<file path="src/rtl/knap_pkg.sv">
// Shared types and constants for the knapsack exhaustive-search controller.
package knap_pkg;

  localparam int unsigned KNAP_N_ITEMS = 20;
  localparam int unsigned KNAP_ATTR_W  = 9;

  typedef enum logic [1:0] {
    ST_IDLE,
    ST_RUN,
    ST_DRAIN,
    ST_DONE
  } knap_state_e;

  typedef struct packed {
    logic [KNAP_ATTR_W-1:0] value;
    logic [KNAP_ATTR_W-1:0] weight;
    logic [KNAP_ATTR_W-1:0] volume;
  } item_t;

  // Sum of n_items attributes of attr_w bits never overflows this width.
  function automatic int unsigned knap_sum_w(input int unsigned attr_w,
                                             input int unsigned n_items);
    return attr_w + $clog2(n_items + 1);
  endfunction

endpackage

</file>
<file path="src/rtl/knap_search_ctrl_if.sv">
// Host-side configuration, threshold and start/done handshake bundle.
interface knap_search_ctrl_if
  import knap_pkg::*;
#(
  parameter int unsigned N_ITEMS = KNAP_N_ITEMS,
  parameter int unsigned ATTR_W  = KNAP_ATTR_W,
  parameter int unsigned SUM_W   = knap_sum_w(ATTR_W, N_ITEMS),
  parameter int unsigned IDX_W   = (N_ITEMS > 1) ? $clog2(N_ITEMS) : 1
) ();

  logic              cfg_we;
  logic [IDX_W-1:0]  cfg_idx;
  logic [ATTR_W-1:0] cfg_value;
  logic [ATTR_W-1:0] cfg_weight;
  logic [ATTR_W-1:0] cfg_volume;
  logic [SUM_W-1:0]  min_value;
  logic [SUM_W-1:0]  max_weight;
  logic [SUM_W-1:0]  max_volume;
  logic              first_only;
  logic              start;
  logic              abort;
  logic              busy;
  logic              done;
  logic              found;
  logic [N_ITEMS-1:0] best_sel;
  logic [SUM_W-1:0]  best_value;
  logic [N_ITEMS:0]  feas_count;

  modport master (
    output cfg_we, cfg_idx, cfg_value, cfg_weight, cfg_volume,
    output min_value, max_weight, max_volume, first_only, start, abort,
    input  busy, done, found, best_sel, best_value, feas_count
  );

  modport slave (
    input  cfg_we, cfg_idx, cfg_value, cfg_weight, cfg_volume,
    input  min_value, max_weight, max_volume, first_only, start, abort,
    output busy, done, found, best_sel, best_value, feas_count
  );

endinterface

</file>
<file path="src/rtl/knap_eval.sv">
// One-stage evaluator: masked value/weight/volume sums and feasibility of a subset.
module knap_eval
  import knap_pkg::*;
#(
  parameter int unsigned N_ITEMS = KNAP_N_ITEMS,
  parameter int unsigned SUM_W   = knap_sum_w(KNAP_ATTR_W, N_ITEMS)
) (
  input  logic               clk,
  input  logic               rst_n,
  input  item_t              items [N_ITEMS],
  input  logic               in_vld,
  input  logic [N_ITEMS-1:0] in_sel,
  input  logic [SUM_W-1:0]   min_value,
  input  logic [SUM_W-1:0]   max_weight,
  input  logic [SUM_W-1:0]   max_volume,
  output logic               out_vld,
  output logic [N_ITEMS-1:0] out_sel,
  output logic [SUM_W-1:0]   out_value,
  output logic               out_feas
);

  logic [SUM_W-1:0] sum_value;
  logic [SUM_W-1:0] sum_weight;
  logic [SUM_W-1:0] sum_volume;
  logic             feas;

  always_comb begin
    sum_value  = '0;
    sum_weight = '0;
    sum_volume = '0;
    for (int unsigned i = 0; i < N_ITEMS; i++) begin
      if (in_sel[i]) begin
        sum_value  = sum_value  + SUM_W'(items[i].value);
        sum_weight = sum_weight + SUM_W'(items[i].weight);
        sum_volume = sum_volume + SUM_W'(items[i].volume);
      end
    end
    feas = (sum_value >= min_value) && (sum_weight <= max_weight) &&
           (sum_volume <= max_volume);
  end

  always_ff @(posedge clk or negedge rst_n) begin
    if (!rst_n) begin
      out_vld   <= 1'b0;
      out_sel   <= '0;
      out_value <= '0;
      out_feas  <= 1'b0;
    end else begin
      out_vld   <= in_vld;
      out_sel   <= in_sel;
      out_value <= sum_value;
      out_feas  <= in_vld && feas;
    end
  end

endmodule

</file>
<file path="src/rtl/knap_search_ctrl.sv">
// Exhaustive subset search: item table, candidate enumeration, best/count tracking.
module knap_search_ctrl
  import knap_pkg::*;
#(
  parameter int unsigned N_ITEMS = KNAP_N_ITEMS,
  parameter int unsigned ATTR_W  = KNAP_ATTR_W,
  parameter int unsigned SUM_W   = knap_sum_w(ATTR_W, N_ITEMS)
) (
  input logic               clk,
  input logic               rst_n,
  knap_search_ctrl_if.slave bus
);

  knap_state_e        state;
  item_t              items [N_ITEMS];
  logic [N_ITEMS-1:0] cand;
  logic [N_ITEMS-1:0] sel_q;
  logic               sel_vld;
  logic [SUM_W-1:0]   min_value_q;
  logic [SUM_W-1:0]   max_weight_q;
  logic [SUM_W-1:0]   max_volume_q;
  logic               first_only_q;

  logic               res_vld;
  logic [N_ITEMS-1:0] res_sel;
  logic [SUM_W-1:0]   res_value;
  logic               res_feas;

  logic               busy_q;
  logic               done_q;
  logic               found_q;
  logic [N_ITEMS-1:0] best_sel_q;
  logic [SUM_W-1:0]   best_value_q;
  logic [N_ITEMS:0]   feas_count_q;

  assign bus.busy       = busy_q;
  assign bus.done       = done_q;
  assign bus.found      = found_q;
  assign bus.best_sel   = best_sel_q;
  assign bus.best_value = best_value_q;
  assign bus.feas_count = feas_count_q;

  always_ff @(posedge clk or negedge rst_n) begin
    if (!rst_n) begin
      for (int unsigned i = 0; i < N_ITEMS; i++) begin
        items[i] <= '0;
      end
    end else if (bus.cfg_we && !busy_q && (32'(bus.cfg_idx) < N_ITEMS)) begin
      items[bus.cfg_idx] <= '{value:  bus.cfg_value,
                              weight: bus.cfg_weight,
                              volume: bus.cfg_volume};
    end
  end

  knap_eval #(
    .N_ITEMS (N_ITEMS),
    .SUM_W   (SUM_W)
  ) u_eval (
    .clk        (clk),
    .rst_n      (rst_n),
    .items      (items),
    .in_vld     (sel_vld),
    .in_sel     (sel_q),
    .min_value  (min_value_q),
    .max_weight (max_weight_q),
    .max_volume (max_volume_q),
    .out_vld    (res_vld),
    .out_sel    (res_sel),
    .out_value  (res_value),
    .out_feas   (res_feas)
  );

  always_ff @(posedge clk or negedge rst_n) begin
    if (!rst_n) begin
      state        <= ST_IDLE;
      cand         <= '0;
      sel_q        <= '0;
      sel_vld      <= 1'b0;
      min_value_q  <= '0;
      max_weight_q <= '0;
      max_volume_q <= '0;
      first_only_q <= 1'b0;
      busy_q       <= 1'b0;
      done_q       <= 1'b0;
      found_q      <= 1'b0;
      best_sel_q   <= '0;
      best_value_q <= '0;
      feas_count_q <= '0;
    end else begin
      case (state)
        ST_IDLE: begin
          sel_vld <= 1'b0;
          done_q  <= 1'b0;
          if (bus.start) begin
            state        <= ST_RUN;
            busy_q       <= 1'b1;
            min_value_q  <= bus.min_value;
            max_weight_q <= bus.max_weight;
            max_volume_q <= bus.max_volume;
            first_only_q <= bus.first_only;
            cand         <= '0;
            found_q      <= 1'b0;
            best_sel_q   <= '0;
            best_value_q <= '0;
            feas_count_q <= '0;
          end
        end

        ST_RUN, ST_DRAIN: begin
          if (bus.abort) begin
            state   <= ST_IDLE;
            busy_q  <= 1'b0;
            sel_vld <= 1'b0;
          end else begin
            if (state == ST_RUN) begin
              sel_q   <= cand;
              sel_vld <= 1'b1;
              cand    <= cand + N_ITEMS'(1);
              if (cand == '1) state <= ST_DRAIN;
            end else begin
              sel_vld <= 1'b0;
            end

            // Ascending enumeration plus strict '>' keeps the lowest index on ties.
            if (res_vld && res_feas) begin
              found_q      <= 1'b1;
              feas_count_q <= feas_count_q + (N_ITEMS+1)'(1);
              if (!found_q || (res_value > best_value_q)) begin
                best_sel_q   <= res_sel;
                best_value_q <= res_value;
              end
            end

            // Overrides the issue-path state update; in-flight candidates are dropped.
            if ((res_vld && res_feas && first_only_q) ||
                (state == ST_DRAIN && !sel_vld && res_vld)) begin
              state   <= ST_DONE;
              busy_q  <= 1'b0;
              done_q  <= 1'b1;
              sel_vld <= 1'b0;
            end
          end
        end

        ST_DONE: begin
          state  <= ST_IDLE;
          done_q <= 1'b0;
        end

        default: begin
          state   <= ST_IDLE;
          busy_q  <= 1'b0;
          done_q  <= 1'b0;
          sel_vld <= 1'b0;
        end
      endcase
    end
  end

endmodule

</file>
<file path="src/flat_wrapper.sv">
// flat-port wrapper written by rule: the top's interface ports become plain ports
module knap_search_ctrl_flat import knap_pkg::*;
#(
  parameter int unsigned N_ITEMS = KNAP_N_ITEMS,
  parameter int unsigned ATTR_W  = KNAP_ATTR_W,
  parameter int unsigned SUM_W   = knap_sum_w(ATTR_W, N_ITEMS)
)
  (clk, rst_n, bus_cfg_we, bus_cfg_idx, bus_cfg_value, bus_cfg_weight, bus_cfg_volume, bus_min_value, bus_max_weight, bus_max_volume, bus_first_only, bus_start, bus_abort, bus_busy, bus_done, bus_found, bus_best_sel, bus_best_value, bus_feas_count);
  knap_search_ctrl_if #(.N_ITEMS(N_ITEMS), .ATTR_W(ATTR_W), .SUM_W(SUM_W)) bus_i ();
  input logic clk;
  input logic rst_n;
  input wire logic [$bits(bus_i.cfg_we)-1:0] bus_cfg_we;
  input wire logic [$bits(bus_i.cfg_idx)-1:0] bus_cfg_idx;
  input wire logic [$bits(bus_i.cfg_value)-1:0] bus_cfg_value;
  input wire logic [$bits(bus_i.cfg_weight)-1:0] bus_cfg_weight;
  input wire logic [$bits(bus_i.cfg_volume)-1:0] bus_cfg_volume;
  input wire logic [$bits(bus_i.min_value)-1:0] bus_min_value;
  input wire logic [$bits(bus_i.max_weight)-1:0] bus_max_weight;
  input wire logic [$bits(bus_i.max_volume)-1:0] bus_max_volume;
  input wire logic [$bits(bus_i.first_only)-1:0] bus_first_only;
  input wire logic [$bits(bus_i.start)-1:0] bus_start;
  input wire logic [$bits(bus_i.abort)-1:0] bus_abort;
  output wire logic [$bits(bus_i.busy)-1:0] bus_busy;
  output wire logic [$bits(bus_i.done)-1:0] bus_done;
  output wire logic [$bits(bus_i.found)-1:0] bus_found;
  output wire logic [$bits(bus_i.best_sel)-1:0] bus_best_sel;
  output wire logic [$bits(bus_i.best_value)-1:0] bus_best_value;
  output wire logic [$bits(bus_i.feas_count)-1:0] bus_feas_count;
  assign bus_i.cfg_we = bus_cfg_we;
  assign bus_i.cfg_idx = bus_cfg_idx;
  assign bus_i.cfg_value = bus_cfg_value;
  assign bus_i.cfg_weight = bus_cfg_weight;
  assign bus_i.cfg_volume = bus_cfg_volume;
  assign bus_i.min_value = bus_min_value;
  assign bus_i.max_weight = bus_max_weight;
  assign bus_i.max_volume = bus_max_volume;
  assign bus_i.first_only = bus_first_only;
  assign bus_i.start = bus_start;
  assign bus_i.abort = bus_abort;
  assign bus_busy = bus_i.busy;
  assign bus_done = bus_i.done;
  assign bus_found = bus_i.found;
  assign bus_best_sel = bus_i.best_sel;
  assign bus_best_value = bus_i.best_value;
  assign bus_feas_count = bus_i.feas_count;
  knap_search_ctrl #(.N_ITEMS(N_ITEMS), .ATTR_W(ATTR_W), .SUM_W(SUM_W)) u_core (.clk(clk), .rst_n(rst_n), .bus(bus_i));
endmodule
</file>
<file path="config.mk">
export PLATFORM = sky130hd
export DESIGN_NAME = knap_search_ctrl_flat
export DESIGN_NICKNAME = d
export VERILOG_FILES = /design/src/rtl/knap_pkg.sv /design/src/rtl/knap_search_ctrl_if.sv /design/src/rtl/knap_eval.sv /design/src/rtl/knap_search_ctrl.sv /design/src/flat_wrapper.sv
export SDC_FILE = /design/constraint.sdc
export NUM_CORES = 2
export LEC_CHECK = 0
export BUFFER_PORTS_ARGS = -buffer_cell sky130_fd_sc_hd__buf_4
export CAP_MARGIN = 20
export CORE_ASPECT_RATIO = 1.2
export CORE_UTILIZATION = 45
export DETAILED_ROUTE_END_ITERATION = 12
export GPL_TIMING_DRIVEN = 0
export PLACE_DENSITY = 0.7
export SLEW_MARGIN = 20
export SYNTH_ARGS = -nofsm -noshare
export SYNTH_HDL_FRONTEND = slang
export SYNTH_HIERARCHICAL = 1
export SYNTH_SLANG_ARGS = --single-unit
export TNS_END_PERCENT = 10
</file>
<file path="constraint.sdc">
create_clock -name clk -period 21.7 [get_ports clk]
set_input_delay 2.17 -clock clk [delete_from_list [all_inputs] [get_ports clk]]
set_output_delay 2.17 -clock clk [all_outputs]
set_load 0.02 [all_outputs]
</file>
# Word level (Yosys, flattened, before mapping)

Index checks and enable logic that the tools add are counted.
Widths: inputs -> output; s select.

Add/subtract/negate cells: 59
Magnitude comparators: 7
Eq/ne operators: 13
Muxes and demuxes: 101
Bitwise logic cells: 2
Reduce and logical (&&, ||, !) cells: 27

Operator list:

| kind                  | count |
|---|---|
| $mux 14               | 61 |
| $add 14x9->14         | 57 |
| $bwmux 540            | 1 |
| $demux 27 s5          | 1 |
| $mux 20               | 6 |
| $pmux 20 s2           | 2 |
| $mux 21               | 3 |
| $pmux 21 s2           | 1 |
| $le 14x14->1          | 2 |
| $pmux 14 s2           | 1 |
| $mux 27               | 1 |
| $mux 9                | 3 |
| $add 21x1->21 const B | 1 |
| $add 20x1->20 const B | 1 |
| $eq 20x20->1 const B  | 1 |
| $ge 14x14->1          | 1 |
| $gt 14x14->1          | 1 |
| $mux 1                | 11 |
| $logic_and 1x1->1     | 10 |
| $mux 2                | 5 |
| $reduce_and 3->1      | 3 |
| $ne 2x1->1 const B    | 4 |
| $ne 4x2->1 const B    | 2 |
| $pmux 1 s2            | 4 |
| 18 further kinds      | 26 |

Register bits: 720
Input port bits: 80
Output and inout bits: 58
Logic and storage cells: 287

# Logic depth before layout (Yosys ltp)

Word-level depth: 43
Gate-level depth with buffers: 112
Gate-level depth less buffers: 111

# By module

Netlist, hierarchy kept.

Modules (own cells, without submodules):

| module           | times used | cells each | area an instance (um2) | seq. area each (um2) |
|---|---|---|---|---|
| knap_eval        | 1          | 4,466      | 33,030.4               | 900.9 |
| knap_search_ctrl | 1          | 1,752      | 26,728.1               | 17,116.4 |

# Least setup slack after synthesis

No wires, ideal clock.

Path type: flip-flop to flip-flop
Start: register u_core.sel_q[1]
End: register u_core.u_eval.out_feas
Library setup time: 0.072 ns
Data arrival time: 17.971 ns
Required time: 21.628 ns
Slack: 3.658 ns
Stages on the path, launching flop included: 98
Buffers on the path: 5
Period minus slack after synthesis: 18.042 ns
Cell sequence: dfrtp_1 -> buf_6 -> clkbuf_1 -> clkbuf_1 -> buf_1 -> buf_1 -> a21oi_1 -> ha_1 -> xor2_1 -> nor2_1 -> or2_2 -> ha_1 -> a21oi_1 -> nand2_1 -> xor2_1 -> nand2_1 -> nand2_1 -> ha_1 -> (+62 left out) -> xor2_1 -> mux2_2 -> ha_1 -> xor2_1 -> mux2_2 -> ha_1 -> o21a_1 -> o21ai_0 -> nor2_1 -> nand2_1 -> or4b_1 -> mux2i_1 -> xnor2_1 -> ha_1 -> nand4_1 -> nor4_1 -> nor2_1 -> nor2_1

Longest elaborated chain between the ends: 41
Elaborated cells between the ends (all ways): 117
Classes of those cells: add/sub (54); order compare (3); mux (57); reduce/logical (3)

RTL lines:

| item                                                | line                             | text |
|---|---|---|
| start, declared                                     | knap_search_ctrl.sv:17           | `logic [N_ITEMS-1:0] sel_q;` |
| start signal, assigned                              | knap_search_ctrl.sv:116          | `sel_q <= cand;` |
| $mux 14                                             | knap_eval.sv:32                  | `if (in_sel[i]) begin` |
| $add 14x9->14, on equally long branches             | knap_eval.sv:33, knap_eval.sv:34 |  |
| $mux 14                                             | knap_eval.sv:32                  |  |
| $add 14x9->14, on equally long branches             | knap_eval.sv:33, knap_eval.sv:34 |  |
| $mux 14                                             | knap_eval.sv:32                  |  |
| $add 14x9->14, on equally long branches             | knap_eval.sv:33, knap_eval.sv:34 |  |
| $mux 14                                             | knap_eval.sv:32                  |  |
| $add 14x9->14, on equally long branches             | knap_eval.sv:33, knap_eval.sv:34 |  |
| (+25 left out)                                      | --                               |  |
| $add 14x9->14, on equally long branches             | knap_eval.sv:33, knap_eval.sv:34 |  |
| $mux 14                                             | knap_eval.sv:32                  |  |
| $add 14x9->14, on equally long branches             | knap_eval.sv:33, knap_eval.sv:34 |  |
| $mux 14                                             | knap_eval.sv:32                  |  |
| $ge 14x14->1 / $le 14x14->1 (equally long branches) | knap_eval.sv:38                  | `feas = (sum_value >= min_value) && (sum_weight <= max_weight) &&` |
| $logic_and 1x1->1                                   | knap_eval.sv:38                  |  |
| $logic_and 1x1->1 (*)                               | knap_eval.sv:38                  |  |
| $logic_and 1x1->1 (*)                               | knap_eval.sv:52                  | `out_feas <= in_vld && feas;` |
| end signal, assigned                                | knap_eval.sv:52                  |  |
| end, declared                                       | knap_eval.sv:19                  | `output logic out_feas` |

Mark *: on every way between the ends. The rest lies on a longest branch, timed or not.
A chain may end at the register's enable or synchronous reset.

# Worst setup path in the final report

Ends and elaborated chain as after synthesis.

==> impl_metrics.toml <==
[final_layout]
layout_common_cells = "758 x mux2_2, 718 x dfrtp_1, 619 x ha_1"
area_growth_pct = 11.8
multi_input_area_sq_mm = 0.0396
layout-drive-gt1-share_pct = 20.8
layout.nets = 7209
seqCellArea_sq_mm = 0.0180
final_common_cell = "mux2_2"
n_fill_cell = 12000

[placed_design]
pre_cts_slack_ns = -1.22
place_hpwl_mm = 148
finalWeightedCongestion = 0.961
io_buffers = 108

[global_routing]
grt_overflow = 0
grt_max_degree = 85
antenna_found_initial = 12
grt_pass1_vias = 47600
grt_use_total_pct = 27.9
grt_pass1_wl_mm = 284

[worst_setup_path]
crit_arrival_ns = 21.57
critPathCaptureType = "flip-flop"
endpoint = "u_core/u_eval/out_feas$_DFF_PN0_"
rr_worst_depth = 100
r2r_slack_ns = 0.68
worstPathRequired_ns = 22.25
crit_fanout = 10
worstSetupPathType = "reg2reg"
critPathSlowestCell = "or4b_1"
r2r-start = "u_core/sel_q[1]$_DFFE_PN0P_"
start_kind = "flip-flop"
slowest_delay_ns = 0.57
cpMostUsedCell = "ha_1"
r2r-end = "u_core/u_eval/out_feas$_DFF_PN0_"
startpoint = "u_core/sel_q[1]$_DFFE_PN0P_"

[clocking]
cts.sinks = 720
cts_max_level = 3
cts-root-buf = "clkbuf_16"
worstSkewPairLatency_ns = 0.72
cts_made_buffers = 82
clk_pin_slew_ns = 0.06
cts_max_path_buffers = 3
cts_tree = "built"

[timing]
finalHoldViolations = 0
fin_crit_sh_pct = 96.8
final-max-slew-violation-count = 0
fin_worst_skew_ns = 0.0271
setup_viol = 0
max_freq_mhz = 47.6
slew_headroom_pct = 18.2
worst_slack_ns = 0.685
fin_crit_ns = 21.02
tightest_slew_ns = 1.23

[detailed_routing]
viasPerCell = 5.88
wl_per_cell_microns = 23.1
drc = 3
num_vias = 48800
antenna_left = 0
drt_iter0_markers = 3566
totalWireLength_mm = 192
drtPass1Iterations = 11

[power_and_ir_drop]
comb_power_share_pct = 60.0
seq_power_share_pct = 22.7
p_leak_nw = 32.9
ir_worst_vdd_mv = 0.0658
power.internal_mw = 4.79
switching_power_mw = 3.70
switching_share_pct = 43.5
power.density_mw_per_mm2 = 127
finalPower_mw = 8.49
p_clk_share_pct = 17.3

[yosys]
avgSynthCellArea_sq_um = 9.61
ys_types = 107
yosysTopAreaCell = "dfrtp_1"
yosysTopAreaCellShare_pct = 30.2
synth_flop_cell = "dfrtp_1"
netlist_instances = 6218
ys_async_sr_fraction_pct = 100
synthesis.nets = 6978
synth_edf_count = 0
ys_seq_area_share_pct = 30.2
synth_area_leaders = "dfrtp_1 30%, mux2_2 14%, ha_1 13%, xnor2_1 4.4%, o21ai_0 3.4%"
syn-cell-area_sq_mm = 0.0598
ys_warn_count = 6
ys_ff_latch = 720

[die]
die-area_sq_mm = 0.134
core_area_sq_mm = 0.132
row_count = 146
start_util_pct = 45.3
die_x_microns = 335
io_pins = 138
die_y_microns = 401

[outcome]
status = "complete, but fails checks"
failed_checks = "DRC"

[flow_run]
maxCapViolations = 0

[hold_path]
hp-class = "reg2reg"
-- repair_timing --
item,in CTS,in global routing
pin swaps,0,15
endpoints found under the setup margin,2,4
setup buffers,0,21
gates resized for setup,14,163
hold endpoints to repair,0,0
hold buffers,0,0
gates cloned,0,0
-- through the flow --
step	instances	utilization (%)	setup TNS, ns	instance area [sq um]	hold WS (ns)
6_report	8303	50.6	0	66800	0.441
5_1_grt	8295	50.6	-0.117	66800	0.456
4_1_cts	8269	50.1	0	66100	0.446
3_5_place_dp	8120	48.0	-1.22	63300	0.423
3_3_place_gp	8102	47.6	-0.925	62800	0.430
2_1_floorplan	6218	-	0	59800	0.364
-- synth_stat cells, drive strengths merged (11+ instances only) --
master	instances
a31oi	43
and3	25
nand3	96
xnor2	317
o21a	128
nand4	41
o21bai	47
o21ai	421
nand2b	80
nor4	11
a22o	37
o22ai	25
fa	56
a21oi	359
o31ai	31
o211ai	17
a211oi	33
a21boi	37
nor2	314
buf	80
inv	423
clkbuf	161
nand3b	17
nand2	423
or3	20
mux2	794
mux2i	81
nor3	86
nor3b	17
ha	624
xor2	146
nor2b	111
dfrtp	720
or2	18
and2	52
a22oi	11
a21o	160
-- worst max-delay path, delay by kind of cell, from the launching register on --
family                   cells  cell delay (ns)
buffers and inverters        8             1.51
flip-flops                   1             0.55
AO/OA/AOI/OAI               28             4.71
AND/OR/NAND/NOR             26             4.11
multiplexers                 5             1.44
adder cells (fa/ha/maj)     19             6.17
XOR/XNOR                    14             2.31
-- layout make-up --
| cell class | count | share of cell area [%] |
|---|---|---|
| Multi-Input combinational cell | 4832 | 59.3 |
| Sequential cell | 720 | 27.0 |
| Clock buffer | 119 | 3.63 |
| Tap cell | 1776 | 3.33 |
| Inverter | 425 | 2.40 |
| Timing Repair Buffer | 147 | 2.07 |
| Buffer | 241 | 1.67 |
| Clock inverter | 30 | 0.543 |
| Antenna cell | 13 | 0.0487 |
-- power by group through the flow --
stage          registers (mW)  clock network (mW)  logic (mW)
2_1_floorplan            1.86                   0        3.69
3_3_place_gp             1.93                   0        4.65
3_5_place_dp             1.94                   0        4.83
4_1_cts                  1.92                1.50        4.89
5_1_grt                  1.97                1.55        5.57
6_report                 1.93                1.47        5.09
-- sequential cells by signal (all words and copies together), names as in the netlist --
| name | flops |
|---|---|
| u_core/max_volume_q | 14 |
| u_core/u_eval/out_feas | 1 |
| u_core/max_weight_q | 14 |
| u_core/bus.best_value | 14 |
| u_core/items | 540 |
| u_core/min_value_q | 14 |
| u_core/first_only_q | 1 |
| u_core/u_eval/out_value | 14 |
| u_core/bus.feas_count | 21 |
| u_core/u_eval/out_sel | 20 |
| u_core/sel_vld | 1 |
| u_core/sel_q | 20 |
| u_core/u_eval/out_vld | 1 |
| u_core/cand | 20 |
| u_core/bus.done | 1 |
| u_core/state | 2 |
| u_core/bus.best_sel | 20 |
| u_core/bus.found | 1 |
| u_core/bus.busy | 1 |
-- routing by layer --
layer | share of wire [%] | routed length, microns | vias to the layer above | global-route usage (%)
met3 | 6.0 | 11500 | 523 | 3.94
met2 | 47 | 90000 | 1619 | 46.4
li1 | - | - | 22600 | -
met5 | 0.031 | 60 | - | 0
met4 | 8.5 | 16300 | 8 | 20.8
met1 | 39 | 73900 | 24100 | 32.7
-- worst min path at each step --
stage / slack [ns] / startpoint / depth (start not counted) / to
2_1_floorplan: 0.36 / u_core/sel_q[2]$_DFFE_PN0P_ / 0 / u_core/u_eval/out_sel[2]$_DFF_PN0_
3_3_place_gp: 0.43 / u_core/sel_q[7]$_DFFE_PN0P_ / 0 / u_core/u_eval/out_sel[7]$_DFF_PN0_
3_5_place_dp: 0.42 / u_core/sel_q[7]$_DFFE_PN0P_ / 0 / u_core/u_eval/out_sel[7]$_DFF_PN0_
4_1_cts: 0.45 / u_core/sel_q[7]$_DFFE_PN0P_ / 0 / u_core/u_eval/out_sel[7]$_DFF_PN0_
5_1_grt: 0.46 / u_core/sel_q[7]$_DFFE_PN0P_ / 0 / u_core/u_eval/out_sel[7]$_DFF_PN0_
6_report: 0.44 / u_core/sel_q[7]$_DFFE_PN0P_ / 0 / u_core/u_eval/out_sel[7]$_DFF_PN0_
-- cell families after synthesis --
logic type                 after synthesis  synth area share [%]
AOI/OAI and AO/OA                     1467                  15.6
muxes                                  875                  16.5
buffers and inverters                  666                  4.43
adders and majority gates              688                  15.1
DFF                                    720                  30.2
and+or+nand+nor                       1329                  10.7
xor gates and xnor gates               473                  7.52
Power figures use the tool's default switching activity.
